$ cat config.mk
export PLATFORM = sky130hd
export DESIGN_NAME = stream_fifo_rd_bridge
export DESIGN_NICKNAME = d
export VERILOG_FILES = /design/src/rtl/stream_fifo_rd_bridge.sv
export SDC_FILE = /design/constraint.sdc
export NUM_CORES = 1
export LEC_CHECK = 0
export CORE_AREA = 2 2 146 148
export CTS_CLUSTER_SIZE = 40
export DETAILED_ROUTE_END_ITERATION = 10
export DIE_AREA = 0 0 148 150
export GPL_TIMING_DRIVEN = 0
export PLACE_DENSITY = 0.42
export SLEW_MARGIN = 30
export SYNTH_ARGS = -nofsm -noshare
export SYNTH_HDL_FRONTEND = slang
export SYNTH_SLANG_ARGS = --single-unit
$ cat constraint.sdc
create_clock -name clk -period 3.3 [get_ports clk]
set_input_delay 0.33 -clock clk [delete_from_list [all_inputs] [get_ports clk]]
set_output_delay 0.33 -clock clk [all_outputs]
set_load 0.03 [all_outputs]
$ cat src/rtl/stream_fifo_rd_bridge.sv
// Valid/ready stream sink presented as a non-FWFT FIFO read port (rd_en, registered data, empty).
// Storage is a 2**AW x DW array written on accepted beats and read into a registered output on pops.
module stream_fifo_rd_bridge #(
    parameter int DW = 8,
    parameter int AW = 4
) (
    input  logic          clk,
    input  logic          rst_n,
    input  logic [DW-1:0] stream_s_data_i,
    input  logic          stream_s_valid_i,
    output logic          stream_s_ready_o,
    input  logic          fifo_rd_en_i,
    output logic [DW-1:0] fifo_data_o,
    output logic          fifo_empty_o,
    output logic [AW:0]   fifo_level_o,
    output logic          fifo_underflow_o
);
    localparam int DEPTH = 1 << AW;

    logic [DW-1:0] mem [DEPTH];

    logic [AW:0]   wr_ptr_reg;
    logic [AW:0]   wr_ptr_next;
    logic [AW:0]   rd_ptr_reg;
    logic [AW:0]   rd_ptr_next;
    logic [DW-1:0] data_reg;
    logic          ready_reg;
    logic          ready_next;
    logic          underflow_reg;
    logic          underflow_next;
    logic          empty;
    logic          push;
    logic          pop;

    always_comb begin
        empty          = (wr_ptr_reg == rd_ptr_reg);
        push           = stream_s_valid_i && ready_reg;
        pop            = fifo_rd_en_i && !empty;
        wr_ptr_next    = push ? wr_ptr_reg + 1'b1 : wr_ptr_reg;
        rd_ptr_next    = pop  ? rd_ptr_reg + 1'b1 : rd_ptr_reg;
        // Ready tracks the pointers it will see next cycle, so it is never
        // high while full and rises the cycle after a pop frees a slot.
        ready_next     = !((wr_ptr_next[AW] != rd_ptr_next[AW]) &&
                           (wr_ptr_next[AW-1:0] == rd_ptr_next[AW-1:0]));
        underflow_next = underflow_reg || (fifo_rd_en_i && empty);
    end

    always_ff @(posedge clk or negedge rst_n) begin
        if (!rst_n) begin
            wr_ptr_reg    <= '0;
            rd_ptr_reg    <= '0;
            data_reg      <= '0;
            ready_reg     <= 1'b0;
            underflow_reg <= 1'b0;
        end else begin
            wr_ptr_reg    <= wr_ptr_next;
            rd_ptr_reg    <= rd_ptr_next;
            ready_reg     <= ready_next;
            underflow_reg <= underflow_next;
            if (pop) begin
                data_reg <= mem[rd_ptr_reg[AW-1:0]];
            end
        end
    end

    // Contents are deliberately not reset; the pointers alone define validity.
    always_ff @(posedge clk) begin
        if (push) begin
            mem[wr_ptr_reg[AW-1:0]] <= stream_s_data_i;
        end
    end

    assign stream_s_ready_o = ready_reg;
    assign fifo_data_o      = data_reg;
    assign fifo_empty_o     = empty;
    assign fifo_level_o     = wr_ptr_reg - rd_ptr_reg;
    assign fifo_underflow_o = underflow_reg;

endmodule

==> results.sh <==
export IMPL_arrival_ps=2780
export IMPL_p_leak_nw=2.53
export IMPL_power_density_nw_per_um2=991
export IMPL_slowest_stage="dfrtp_1"
export IMPL_cp_end_kind="output pin"
export IMPL_yosysTopAreaCell="edfxtp_1"
export IMPL_synth_seq_cells=148
export IMPL_final_area_um2=7360
export IMPL_avgRoutedWirePerCell_um=21.5
export IMPL_grt_overflow=0
export IMPL_min_path_type="input pin to asynchronous set/reset pin"
export IMPL_start_util_pct=29.4
export IMPL_final_antenna_net_count=0
export IMPL_cpPeakStageDelay_ps=430
export IMPL_crit_chain="buf_2, buf_6, buf_6, inv_1, ha_1, a21o_1, a21oi_1, xnor2_1, dlygate4sd2_1"
export IMPL_final_max_slew_viol_count=0
export IMPL_reg2reg_depth=10
export IMPL_tightest_slew_ps=966
export IMPL_peakVddDrop_uv=434
export IMPL_critPathKind="register to output pin"
export IMPL_first_global_vias=3198
export IMPL_synthCells=314
export IMPL_fin_nets=387
export IMPL_netlist_top_cells_area="edfxtp_1, dfrtp_1, mux4_2"
export IMPL_synth_ff_type="edfxtp_1"
export IMPL_grt_max_degree=21
export IMPL_clk_path_buf_depth=2
export IMPL_area_growth_pct=20.9
export IMPL_cts_buffers=17
export IMPL_fmax_ghz=0.322
export IMPL_largest_reg_flops=128
export IMPL_ys_async_sr_fraction_pct=13.5
export IMPL_final_setup_skew_ps=8.12
export IMPL_yosys_warnings=0
export IMPL_post_cts_setup_buffers=0
export IMPL_syn_nets=336
export IMPL_status="completed"
export IMPL_cp_common_cell="buf_6"
export IMPL_wirelength_um=14000
export IMPL_viasPerCell=4.64
export IMPL_required_ps=2970
export IMPL_fin_tns_setup_ps=0
export IMPL_drv_cap=0
export IMPL_nFillCells=1986
export IMPL_dieArea_um2=22200
export IMPL_cts_sinks=148
export IMPL_clkLatencyLatePin_ps=430
export IMPL_r2r_end="stream_s_ready_o"
export IMPL_port_buffers=26
export IMPL_rrSetupSlack_ps=420
export IMPL_drc=0
export IMPL_worst_slack_ps=191
export IMPL_drtIter0Drc=226
export IMPL_dieHeight_um=150
export IMPL_synth_area_um2=6090
export IMPL_grt_total_usage_pct=13.6
export IMPL_h_tree_depth=4
export IMPL_synth_top_cell_area_share_pct=63.1
export IMPL_grt_pass1_wl_um=21000
export IMPL_first_pass_iters=4
export IMPL_synth_edf_count=128
export IMPL_hold_viol_final=0
export IMPL_setup_viol=0
export IMPL_routabilityCongestion=0.709
export IMPL_post_place_ws_ps=107
export IMPL_period_needed_ps=3110
export IMPL_row_count=53
export IMPL_drive_above_1_share_pct=21.2
export IMPL_via_count=3028
export IMPL_cts_tree="done"
export IMPL_clock_root_buffer="clkbuf_16"
export IMPL_postPlaceCellArea_um2=6760
export IMPL_final_common_cell="edfxtp_1"
export IMPL_syn_avg_cell_area_um2=19.4
export IMPL_yosysUniqueCellTypes=35
export IMPL_r2r_start="rd_ptr_reg[1]"
export IMPL_fp_dieW_um=148
export IMPL_clk_pin_slew_worst_paths_ps=70
export IMPL_grt_setup_unrepaired="no"
export IMPL_antenna_found_initial=0
export IMPL_coreArea_um2=20700
export IMPL_final_cell_mix="edfxtp_1, clkdlybuf4s50_1, dfrtp_1, mux4_2, clkbuf_16"
export IMPL_antennaDiodeCount=0
export IMPL_slew_headroom_pct=35.3
export IMPL_crit_path_start_kind="register"
export IMPL_period_share_pct=94.2
export IMPL_ys_seq_area_share_pct=71.3
export IMPL_path_max_fanout=10
export IMPL_num_io_pins=28
export IMPL_place_detailed_hpwl_um=9310
-- worst max-delay path, delay by kind of cell, from the launching register on --
family	cells	cell delay, ps
xor+xnor	1	130
flops	1	430
compound gates	2	340
fa+ha+maj	1	300
buf+inv	5	1150
-- Yosys cell counts (3+ instances only) --
| cell type | instances |
|---|---|
| a21o_1 | 3 |
| a221oi_1 | 7 |
| a22o_1 | 8 |
| buf_6 | 4 |
| clkbuf_1 | 3 |
| dfrtp_1 | 20 |
| edfxtp_1 | 128 |
| ha_1 | 9 |
| inv_1 | 9 |
| mux4_1 | 13 |
| mux4_2 | 19 |
| nand2_1 | 14 |
| nand2b_1 | 4 |
| nand3_1 | 6 |
| nor2_1 | 17 |
| nor3_1 | 6 |
| o21ai_1 | 8 |
| xnor2_1 | 10 |
| xor2_1 | 6 |
-- worst max path at each step --
stage	end	slack, ps	cells after the start	start
5_1_grt	fifo_level_o[3]	20	9	rd_ptr_reg[1]
3_3_place_gp	fifo_level_o[3]	60	9	rd_ptr_reg[1]
6_report	fifo_level_o[3]	190	9	rd_ptr_reg[1]
4_1_cts	fifo_level_o[3]	110	9	rd_ptr_reg[1]
3_5_place_dp	fifo_level_o[3]	110	9	rd_ptr_reg[1]
2_1_floorplan	stream_s_ready_o	880	10	rd_ptr_reg[1]
-- final cells by class --
class	instances	area [µm²]	area share (%)
flip-flops and latches	148	4340	59.0
clock buffers	19	433	5.88
repair buffers	32	300	4.08
clock inverters	13	158	2.14
well taps	275	344	4.67
inverters	9	33.8	0.459
multi-input cells	145	1650	22.4
plain buffers	12	103	1.39
-- kinds of logic after synthesis --
group	synth area share, %
buf+inv	2.22
fa+ha+maj	2.18
flops	71.3
compound gates	4.11
xor+xnor	3.33
simple gates	3.76
mux	13.1
-- through the flow --
stage	hold slack, ps	std cells	power [mW]	utilization (%)
global placement	439	615	5.40	32.4
detailed placement	452	620	5.46	32.7
global route	442	653	7.68	35.6
floorplan	34.4	314	4.42	-
finish	393	653	7.30	35.6
CTS	465	652	7.40	35.5
-- where the power goes --
group	internal (mW)	total, mW	leakage, nW	switching [mW]
clock	1.19	1.95	0.291	0.767
sequential	2.33	2.48	1.39	0.153
combinational	1.23	2.86	0.852	1.63
total	4.75	7.30	2.53	2.55
-- layer usage --
layer  GRT usage, %  vias up  routed length (µm)
li1               -     1368                   -
met1           17.9     1577                6360
met2           22.0       65                6840
met3           3.66       18                 629
met4           4.57        0                 214
met5              0        -                   0
-- what timing repair did --
item,4_1_cts,5_1_grt
endpoints found under the hold margin,0,20
hold buffers,0,1
setup endpoints to repair,2,1
resized for setup,3,1
pin swaps,0,0
Note: power is estimated with default switching activity, not from simulation.
